## src/rtl/vx_dispatchv_lane_sequencer_pkg.sv

```systemverilog
// Shared types and helpers for the vector dispatch lane sequencer.
// Optional feature macro: VX_DISPATCHV_SKIP_EMPTY_EN (used by the top module).
`ifndef NUM_THREADS
`define NUM_THREADS 8
`endif
`ifndef XLEN
`define XLEN 32
`endif
`ifndef VX_DV_NUM_LANES
`define VX_DV_NUM_LANES 4
`endif

package vx_dispatchv_lane_sequencer_pkg;

   localparam int unsigned DV_NUM_THREADS = `NUM_THREADS;
   localparam int unsigned DV_XLEN        = `XLEN;
   localparam int unsigned DV_NUM_LANES   = `VX_DV_NUM_LANES;
   localparam int unsigned DV_BATCHES     = DV_NUM_THREADS / DV_NUM_LANES;
   localparam int unsigned DVPID_BITS     = (DV_BATCHES > 1) ? $clog2(DV_BATCHES) : 1;

   localparam int unsigned UUID_BITS = 44;
   localparam int unsigned NW_BITS   = 2;
   localparam int unsigned PC_BITS   = 32;
   localparam int unsigned OP_BITS   = 4;
   localparam int unsigned ARGS_BITS = 16;
   localparam int unsigned NR_BITS   = 6;
   localparam int unsigned NT_BITS   = (DV_NUM_THREADS > 1) ? $clog2(DV_NUM_THREADS) : 1;

   // full-warp packet carried on the dispatch channel
   typedef struct packed {
      logic [UUID_BITS-1:0]                        uuid;
      logic [NW_BITS-1:0]                          wis;
      logic [DV_NUM_THREADS-1:0]                   tmask;
      logic [PC_BITS-1:0]                          PC;
      logic [OP_BITS-1:0]                          op_type;
      logic [ARGS_BITS-1:0]                        op_args;
      logic                                        wb;
      logic [NR_BITS-1:0]                          rd;
      logic [NT_BITS-1:0]                          tid;
      logic [DV_NUM_THREADS-1:0][DV_XLEN-1:0]      rs1_data;
      logic [DV_NUM_THREADS-1:0][DV_XLEN-1:0]      rs2_data;
      logic [DV_NUM_THREADS-1:0][DV_XLEN-1:0]      rs3_data;
   } dispatchv_data_t;

   // one lane batch as presented to the execute datapath
   typedef struct packed {
      logic [UUID_BITS-1:0]                        uuid;
      logic [NW_BITS-1:0]                          wis;
      logic [DV_NUM_LANES-1:0]                     tmask;
      logic [PC_BITS-1:0]                          PC;
      logic [OP_BITS-1:0]                          op_type;
      logic [ARGS_BITS-1:0]                        op_args;
      logic                                        wb;
      logic [NR_BITS-1:0]                          rd;
      logic [NT_BITS-1:0]                          tid;
      logic [DV_NUM_LANES-1:0][DV_XLEN-1:0]        rs1_data;
      logic [DV_NUM_LANES-1:0][DV_XLEN-1:0]        rs2_data;
      logic [DV_NUM_LANES-1:0][DV_XLEN-1:0]        rs3_data;
      logic [DVPID_BITS-1:0]                       pid;
      logic                                        sop;
      logic                                        eop;
   } dispatchv_lane_t;

   // per-batch OR of the thread mask
   function automatic logic [DV_BATCHES-1:0] dv_batch_nz(input logic [DV_NUM_THREADS-1:0] tmask);
      logic [DV_BATCHES-1:0][DV_NUM_LANES-1:0] tm;
      logic [DV_BATCHES-1:0]                   nz;
      tm = tmask;
      nz = '0;
      for (int unsigned b = 0; b < DV_BATCHES; b++) nz[b] = |tm[b];
      return nz;
   endfunction

   // lowest set batch, 0 when none
   function automatic logic [DVPID_BITS-1:0] dv_first(input logic [DV_BATCHES-1:0] nz);
      logic [DVPID_BITS-1:0] k;
      logic                  found;
      k     = '0;
      found = 1'b0;
      for (int unsigned i = 0; i < DV_BATCHES; i++) begin
         if (!found && nz[i]) begin
            k     = DVPID_BITS'(i);
            found = 1'b1;
         end
      end
      return k;
   endfunction

   // highest set batch, 0 when none
   function automatic logic [DVPID_BITS-1:0] dv_last(input logic [DV_BATCHES-1:0] nz);
      logic [DVPID_BITS-1:0] k;
      k = '0;
      for (int unsigned i = 0; i < DV_BATCHES; i++) begin
         if (nz[i]) k = DVPID_BITS'(i);
      end
      return k;
   endfunction

   // lowest set batch above k, k itself when none
   function automatic logic [DVPID_BITS-1:0] dv_next(input logic [DV_BATCHES-1:0] nz,
                                                     input logic [DVPID_BITS-1:0] k);
      logic [DVPID_BITS-1:0] n;
      logic                  found;
      n     = k;
      found = 1'b0;
      for (int unsigned i = 0; i < DV_BATCHES; i++) begin
         if (!found && (i > 32'(k)) && nz[i]) begin
            n     = DVPID_BITS'(i);
            found = 1'b1;
         end
      end
      return n;
   endfunction

   // lane slice k of a packet; sop/eop left clear for the caller
   function automatic dispatchv_lane_t dv_slice(input dispatchv_data_t d,
                                                input logic [DVPID_BITS-1:0] k);
      logic [DV_BATCHES-1:0][DV_NUM_LANES-1:0]              tm;
      logic [DV_BATCHES-1:0][DV_NUM_LANES-1:0][DV_XLEN-1:0] r1, r2, r3;
      dispatchv_lane_t                                      l;
      tm         = d.tmask;
      r1         = d.rs1_data;
      r2         = d.rs2_data;
      r3         = d.rs3_data;
      l          = '0;
      l.uuid     = d.uuid;
      l.wis      = d.wis;
      l.tmask    = tm[k];
      l.PC       = d.PC;
      l.op_type  = d.op_type;
      l.op_args  = d.op_args;
      l.wb       = d.wb;
      l.rd       = d.rd;
      l.tid      = d.tid;
      l.rs1_data = r1[k];
      l.rs2_data = r2[k];
      l.rs3_data = r3[k];
      l.pid      = k;
      return l;
   endfunction

endpackage

```

## src/rtl/VX_dispatchV_if.sv

```systemverilog
// Vector dispatch channel: valid/ready handshake carrying a full-warp packet.
interface VX_dispatchV_if ();

   logic                                              valid;
   vx_dispatchv_lane_sequencer_pkg::dispatchv_data_t data;
   logic                                              ready;

   modport master (output valid, output data, input ready);
   modport slave  (input valid, input data, output ready);

endinterface

```

## src/rtl/VX_elastic_buffer.sv

```systemverilog
// Small circular FIFO; ready_in means "not full", data_out shows the head.
module VX_elastic_buffer #(
   parameter int unsigned DATAW = 1,
   parameter int unsigned SIZE  = 2
) (
   input  logic             clk,
   input  logic             reset,
   input  logic             valid_in,
   output logic             ready_in,
   input  logic [DATAW-1:0] data_in,
   output logic [DATAW-1:0] data_out,
   output logic             valid_out,
   input  logic             ready_out
);

   localparam int unsigned PTRW = (SIZE > 1) ? $clog2(SIZE) : 1;
   localparam int unsigned CNTW = $clog2(SIZE + 1);

   logic [DATAW-1:0] mem [SIZE];
   logic [PTRW-1:0]  rd_ptr, wr_ptr;
   logic [CNTW-1:0]  count;
   logic             push, pop;

   assign ready_in  = (count != CNTW'(SIZE));
   assign valid_out = (count != '0);
   assign push      = valid_in && ready_in;
   assign pop       = valid_out && ready_out;
   assign data_out  = mem[rd_ptr];

   // pointer and occupancy tracking
   always_ff @(posedge clk) begin
      if (reset) begin
         rd_ptr <= '0;
         wr_ptr <= '0;
         count  <= '0;
      end else begin
         if (push) wr_ptr <= (wr_ptr == PTRW'(SIZE - 1)) ? '0 : wr_ptr + 1'b1;
         if (pop)  rd_ptr <= (rd_ptr == PTRW'(SIZE - 1)) ? '0 : rd_ptr + 1'b1;
         count <= count + CNTW'(push) - CNTW'(pop);
      end
   end

   // storage write
   always_ff @(posedge clk) begin
      if (push) mem[wr_ptr] <= data_in;
   end

endmodule

```

## src/rtl/vx_dispatchv_lane_sequencer.sv

```systemverilog
// Splits buffered full-warp vector packets into NUM_LANES-wide batches, one per cycle.
// Optional macro VX_DISPATCHV_SKIP_EMPTY_EN: skip batches whose tmask slice is zero.
module vx_dispatchv_lane_sequencer
   import vx_dispatchv_lane_sequencer_pkg::*;
#(
   parameter int unsigned NUM_LANES = DV_NUM_LANES,
   parameter int unsigned BUF_SIZE  = 2
) (
   input  logic                                clk,
   input  logic                                reset,
   VX_dispatchV_if.slave                       dispatch_if,
   output logic                                exe_valid,
   output logic [UUID_BITS-1:0]                exe_uuid,
   output logic [NW_BITS-1:0]                  exe_wis,
   output logic [NUM_LANES-1:0]                exe_tmask,
   output logic [PC_BITS-1:0]                  exe_PC,
   output logic [OP_BITS-1:0]                  exe_op_type,
   output logic [ARGS_BITS-1:0]                exe_op_args,
   output logic                                exe_wb,
   output logic [NR_BITS-1:0]                  exe_rd,
   output logic [NT_BITS-1:0]                  exe_tid,
   output logic [NUM_LANES-1:0][DV_XLEN-1:0]   exe_rs1_data,
   output logic [NUM_LANES-1:0][DV_XLEN-1:0]   exe_rs2_data,
   output logic [NUM_LANES-1:0][DV_XLEN-1:0]   exe_rs3_data,
   output logic [DVPID_BITS-1:0]               exe_pid,
   output logic                                exe_sop,
   output logic                                exe_eop,
   input  logic                                exe_ready
);

   if ((NUM_LANES != DV_NUM_LANES) || ((DV_NUM_THREADS % NUM_LANES) != 0)) begin : g_bad_lanes
      $error("NUM_LANES must match the package lane count and divide NUM_THREADS");
   end
   if (BUF_SIZE < 1) begin : g_bad_buf
      $error("BUF_SIZE must be at least 1");
   end

   typedef enum logic {IDLE, SEND} state_t;

   state_t          state;
   dispatchv_data_t head, cur_pkt;
   dispatchv_lane_t out_q, head_lane, next_lane;
   logic            buf_valid, buf_pop, exe_fire;
   logic [DV_BATCHES-1:0] head_nz, cur_nz;
   logic [DVPID_BITS-1:0] head_first, head_last, cur_next, cur_last;

   VX_elastic_buffer #(
      .DATAW ($bits(dispatchv_data_t)),
      .SIZE  (BUF_SIZE)
   ) u_buf (
      .clk       (clk),
      .reset     (reset),
      .valid_in  (dispatch_if.valid),
      .ready_in  (dispatch_if.ready),
      .data_in   (dispatch_if.data),
      .data_out  (head),
      .valid_out (buf_valid),
      .ready_out (buf_pop)
   );

   assign exe_fire = (state == SEND) && exe_ready;
   // the head leaves the buffer when it becomes the current packet
   assign buf_pop  = buf_valid && ((state == IDLE) || (exe_fire && out_q.eop));

   // batch selection: first/next/last emitted batch for the head and current packet
   always_comb begin
`ifdef VX_DISPATCHV_SKIP_EMPTY_EN
      head_nz = dv_batch_nz(head.tmask);
      cur_nz  = dv_batch_nz(cur_pkt.tmask);
`else
      head_nz = '1;
      cur_nz  = '1;
`endif
      head_first    = dv_first(head_nz);
      head_last     = dv_last(head_nz);
      cur_next      = dv_next(cur_nz, out_q.pid);
      cur_last      = dv_last(cur_nz);
      head_lane     = dv_slice(head, head_first);
      head_lane.sop = 1'b1;
      head_lane.eop = (head_first == head_last);
      next_lane     = dv_slice(cur_pkt, cur_next);
      next_lane.sop = 1'b0;
      next_lane.eop = (cur_next == cur_last);
   end

   // sequencer FSM with registered batch outputs
   always_ff @(posedge clk) begin
      if (reset) begin
         state   <= IDLE;
         cur_pkt <= '0;
         out_q   <= '0;
      end else begin
         case (state)
            IDLE: begin
               if (buf_valid) begin
                  state   <= SEND;
                  cur_pkt <= head;
                  out_q   <= head_lane;
               end
            end
            SEND: begin
               if (exe_ready) begin
                  if (!out_q.eop) begin
                     out_q <= next_lane;
                  end else if (buf_valid) begin
                     cur_pkt <= head;
                     out_q   <= head_lane;
                  end else begin
                     state <= IDLE;
                  end
               end
            end
            default: state <= IDLE;
         endcase
      end
   end

   assign exe_valid    = (state == SEND);
   assign exe_uuid     = out_q.uuid;
   assign exe_wis      = out_q.wis;
   assign exe_tmask    = out_q.tmask;
   assign exe_PC       = out_q.PC;
   assign exe_op_type  = out_q.op_type;
   assign exe_op_args  = out_q.op_args;
   assign exe_wb       = out_q.wb;
   assign exe_rd       = out_q.rd;
   assign exe_tid      = out_q.tid;
   assign exe_rs1_data = out_q.rs1_data;
   assign exe_rs2_data = out_q.rs2_data;
   assign exe_rs3_data = out_q.rs3_data;
   assign exe_pid      = out_q.pid;
   assign exe_sop      = out_q.sop;
   assign exe_eop      = out_q.eop;

endmodule

```

## src/flat_wrapper.sv

```systemverilog
// flat-port wrapper written by rule: the top's interface ports become plain ports
module vx_dispatchv_lane_sequencer_flat import vx_dispatchv_lane_sequencer_pkg::*;
#(
   parameter int unsigned NUM_LANES = DV_NUM_LANES,
   parameter int unsigned BUF_SIZE  = 2
)
  (clk, reset, exe_valid, exe_uuid, exe_wis, exe_tmask, exe_PC, exe_op_type, exe_op_args, exe_wb, exe_rd, exe_tid, exe_rs1_data, exe_rs2_data, exe_rs3_data, exe_pid, exe_sop, exe_eop, exe_ready, dispatch_if_valid, dispatch_if_data, dispatch_if_ready);
  VX_dispatchV_if dispatch_if_i ();
  input  logic clk;
  input  logic reset;
  output logic exe_valid;
  output logic [UUID_BITS-1:0] exe_uuid;
  output logic [NW_BITS-1:0] exe_wis;
  output logic [NUM_LANES-1:0] exe_tmask;
  output logic [PC_BITS-1:0] exe_PC;
  output logic [OP_BITS-1:0] exe_op_type;
  output logic [ARGS_BITS-1:0] exe_op_args;
  output logic exe_wb;
  output logic [NR_BITS-1:0] exe_rd;
  output logic [NT_BITS-1:0] exe_tid;
  output logic [NUM_LANES-1:0][DV_XLEN-1:0] exe_rs1_data;
  output logic [NUM_LANES-1:0][DV_XLEN-1:0] exe_rs2_data;
  output logic [NUM_LANES-1:0][DV_XLEN-1:0] exe_rs3_data;
  output logic [DVPID_BITS-1:0] exe_pid;
  output logic exe_sop;
  output logic exe_eop;
  input  logic exe_ready;
  input wire logic [$bits(dispatch_if_i.valid)-1:0] dispatch_if_valid;
  input wire logic [$bits(dispatch_if_i.data)-1:0] dispatch_if_data;
  output wire logic [$bits(dispatch_if_i.ready)-1:0] dispatch_if_ready;
  assign dispatch_if_i.valid = dispatch_if_valid;
  assign dispatch_if_i.data = dispatch_if_data;
  assign dispatch_if_ready = dispatch_if_i.ready;
  vx_dispatchv_lane_sequencer #(.NUM_LANES(NUM_LANES), .BUF_SIZE(BUF_SIZE)) u_core (.clk(clk), .reset(reset), .dispatch_if(dispatch_if_i), .exe_valid(exe_valid), .exe_uuid(exe_uuid), .exe_wis(exe_wis), .exe_tmask(exe_tmask), .exe_PC(exe_PC), .exe_op_type(exe_op_type), .exe_op_args(exe_op_args), .exe_wb(exe_wb), .exe_rd(exe_rd), .exe_tid(exe_tid), .exe_rs1_data(exe_rs1_data), .exe_rs2_data(exe_rs2_data), .exe_rs3_data(exe_rs3_data), .exe_pid(exe_pid), .exe_sop(exe_sop), .exe_eop(exe_eop), .exe_ready(exe_ready));
endmodule
```

## config.mk

```make
export PLATFORM = sky130hd
export DESIGN_NAME = vx_dispatchv_lane_sequencer_flat
export DESIGN_NICKNAME = d
export VERILOG_FILES = /design/src/rtl/vx_dispatchv_lane_sequencer_pkg.sv /design/src/rtl/VX_dispatchV_if.sv /design/src/rtl/VX_elastic_buffer.sv /design/src/rtl/vx_dispatchv_lane_sequencer.sv /design/src/flat_wrapper.sv
export SDC_FILE = /design/constraint.sdc
export NUM_CORES = 2
export LEC_CHECK = 0
export BUFFER_PORTS_ARGS = -buffer_cell sky130_fd_sc_hd__buf_2
export CAP_MARGIN = 10
export CORE_MARGIN = 2
export CORE_UTILIZATION = 35
export CTS_CLUSTER_SIZE = 40
export DETAILED_ROUTE_END_ITERATION = 12
export HOLD_SLACK_MARGIN = 0.03
export PLACE_DENSITY_LB_ADDON = 0.3
export SYNTH_ARGS = -nofsm -noshare
export SYNTH_HDL_FRONTEND = slang
export SYNTH_SLANG_ARGS = --single-unit
export TNS_END_PERCENT = 1
```

## constraint.sdc

```tcl
create_clock -name clk -period 61.1 [get_ports clk]
set_clock_uncertainty 0.2 [all_clocks]
set_input_delay 6.11 -clock clk [delete_from_list [all_inputs] [get_ports clk]]
set_output_delay 6.11 -clock clk [all_outputs]
set_load 0.005 [all_outputs]
```

==> flow_metrics.tcl <==
set metrics [dict create \
    grt_overflow 0 \
    dr.pass1.iters 6 \
    final_area_um2 121100 \
    rsz0062_at_grt "no" \
    drtIter0Drc 5092 \
    placed_cells 12030 \
    syn_area_per_cell_um2 13.80 \
    crit_fanout 103 \
    reg2reg_slack_ps 54870 \
    wl_um 313600 \
    via_per_inst 5.087 \
    hold_class "reg -> reg" \
    num-fill-cells 26570 \
    reg2reg_depth 7 \
    whs_ps 249.1 \
    critical_path_class "in -> reg" \
    place_hpwl_um 210100 \
    drive_above_1_share_pct 27.49 \
    outcome "finished clean" \
    synth_seq_cells 2769 \
    crit_path_start "reset" \
    finalMaxSlewViolations 0 \
    grt_pass1_vias 63130 \
    cts_tree "yes" \
    place.gp.congestion 0.8735 \
    num_vias 64560 \
    postCtsSetupBuffers 0 \
    finalSetupViolCount 0 \
    synth_top_area_share_pct 52.62 \
    drc 0 \
    antenna_found_initial 257 \
    fin_cells 12690 \
    wl_per_cell_um 24.71 \
    yosysWarnings 0 \
    ys_seq_area_share_pct 72.48 \
    fin_nets 9442 \
    ctsHoldBuffers 0 \
    multi_input_area_um2 25370 \
    synth-edff-count 1768 \
    reg2reg_from "u_core.u_buf.count[0]" \
    cpMostUsedCell "buf_4" \
    coreArea_um2 287400 \
    critPathCaptureType "flop" \
    area_growth_pct 20.01 \
    antenna_left 0 \
    ys_top_cells_by_count "edfxtp_1 (1768), dfxtp_1 (1001), nor2_1 (891)" \
    synth_top_area_cell "edfxtp_1" \
    htree_levels 5 \
    r2r-end "u_core.u_buf.mem[1][367]" \
    timing.final.crit_share_pct 18.28 \
    rows 197 \
    start_kind "input port" \
    finalCriticalPeriod_ps 11170 \
    slowest_delay_ps 850 \
    cp_cell_sequence "buf_8 -> buf_4 -> buf_4 -> buf_4 -> buf_4 -> buf_4 -> buf_4 -> a211oi_1" \
    io_buffers 1388 \
    maxCapViolCount 0 \
    synth_area_leaders "edfxtp_1 (53%), dfxtp_1 (20%), a211oi_1 (6.6%), mux2_2 (5.5%), mux2i_1 (3.8%)" \
    cts_buffers 300 \
    hold_violations 0 \
    power.total_uw 6448 \
    crit_required_ps 61600 \
    cts-root-buf "clkbuf_16" \
    p_leak_uw 0.04441 \
    syn_area_um2 100900 \
    grt_max_degree 185 \
    clkLatencyLatePin_ps 890 \
    setup_tns_ps 0 \
    critPathArrivalTime_ps 11670 \
    clk_pin_slew_ps 60 \
    placed_cell_area_um2 111000 \
    post_cts_resize_count 0 \
    start_util_pct 35.11 \
    slew_headroom_pct 10.31 \
    synth_ff_type "edfxtp_1" \
    ios 1389 \
    slowest_stage "buf_4" \
    ys_types 28 \
    die_area_um2 292600 \
    worst_pin_slew_ps 1345 \
    async_reset_ff_share_pct 0 \
    synth.most_common_cell "edfxtp_1" \
    grt_pass1_wl_um 443900 \
    max_freq_mhz 89.52 \
    die_x_um 540.9 \
    grt_use_total_pct 20.48 \
    syn_nets 8200 \
    clock_sinks 2769 \
    crit_path_end "u_core.exe_rs2_data[109]" \
    cts_max_path_buffers 4 \
    peakVddDrop_uv 55.44 \
    die_h_um 540.9 \
    p_per_area_nw_per_um2 53.25 \
    regArea_um2 73130 \
    synth_cells 7310 \
]
[metal layers]
| metal | global-route usage (%) | up-vias | part of all wire, % |
|---|---|---|---|
| li1 | - | 29570 | - |
| met1 | 24.79 | 31650 | 40 |
| met2 | 33.21 | 2438 | 47 |
| met3 | 6.502 | 757 | 8.7 |
| met4 | 9.370 | 138 | 4.5 |
| met5 | 0 | - | 0.27 |
[registers in the layout, indices dropped and copies added (netlist names), 3 cells and up, named ones only]
name                 flops
u_core.exe_op_type       4
u_core.cur_pkt         496
u_core.exe_tmask         4
u_core.exe_PC           32
u_core.exe_uuid         44
u_core.exe_op_args      16
u_core.exe_rs2_data    128
u_core.exe_rs1_data    128
u_core.exe_tid           3
u_core.exe_rd            6
u_core.u_buf.mem      1768
u_core.exe_rs3_data    128
[metrics by stage]
stage | worst slack [ps] | util (%)
after global placement | 49150 | 38.62
after global routing | 49710 | 42.09
after CTS | 50030 | 42.04
after floorplan | 16010 | -
final | 49930 | 42.13
after detailed placement | 49070 | 38.62
[area by class of cell]
cell class                 count  share of cell area (%)
antenna                      105                  0.2170
clock buffer                 440                   7.042
clock inverter               116                   1.071
inverter                       3                 0.01550
multi-input combinational   3999                   20.95
sequential                  2769                   60.40
tap                         3781                   3.907
timing repair buffer        1479                   6.402
[where the power goes]
part | internal [µW] | switching, µW
sequential | 2530 | 229
clock | 1040 | 754
combinational | 642 | 1260
[placed cells by master, fill, tap and decap left out, types with 4 or more instances in the layout]
cell type / netlist / final
clkbuf_8: 0 / 43
clkinvlp_4: 0 / 5
o21ai_0: 460 / 460
clkbuf_16: 0 / 303
buf_12: 0 / 9
mux2_2: 496 / 496
clkinv_1: 0 / 25
nor2_1: 891 / 890
dfxtp_1: 1001 / 1000
bufinv_16: 0 / 14
o21ai_1: 38 / 37
clkbuf_1: 218 / 94
clkinv_2: 0 / 45
clkinv_16: 0 / 8
a211oi_1: 884 / 884
buf_2: 290 / 1387
nand2_1: 714 / 714
edfxtp_1: 1768 / 1768
clkinv_8: 0 / 9
buf_4: 11 / 82
inv_16: 0 / 4
mux2i_1: 388 / 388
a21oi_1: 113 / 112
inv_6: 0 / 4
diode_2: 0 / 105
[how the worst min path moves through the flow]
| stage | startpoint | to | slack [ps] | cells past startpoint |
|---|---|---|---|---|
| 2_1_floorplan | u_core.cur_pkt[768] | u_core.cur_pkt[768] | 230 | 2 |
| 3_3_place_gp | u_core.cur_pkt[780] | u_core.cur_pkt[780] | 240 | 2 |
| 3_5_place_dp | u_core.cur_pkt[825] | u_core.cur_pkt[825] | 240 | 2 |
| 4_1_cts | u_core.cur_pkt[775] | u_core.cur_pkt[775] | 250 | 2 |
| 5_1_grt | u_core.cur_pkt[771] | u_core.cur_pkt[771] | 260 | 2 |
| 6_report | u_core.cur_pkt[814] | u_core.cur_pkt[814] | 250 | 2 |
[critical path, delay by kind of cell]
family | cells | cell delay [ps]
AO/OA/AOI/OAI | 1 | 140
buffers and inverters | 7 | 5050
[kinds of logic after synthesis]
family | Yosys count | share of synthesized area (%)
buf+inv | 542 | 2.433
xor+xnor | 4 | 0.03473
flops | 2769 | 72.48
mux | 884 | 9.385
fa+ha+maj | 2 | 0.02480
simple gates | 1611 | 6.007
compound gates | 1498 | 9.634
No activity file was read; power rests on OpenSTA's default activity.
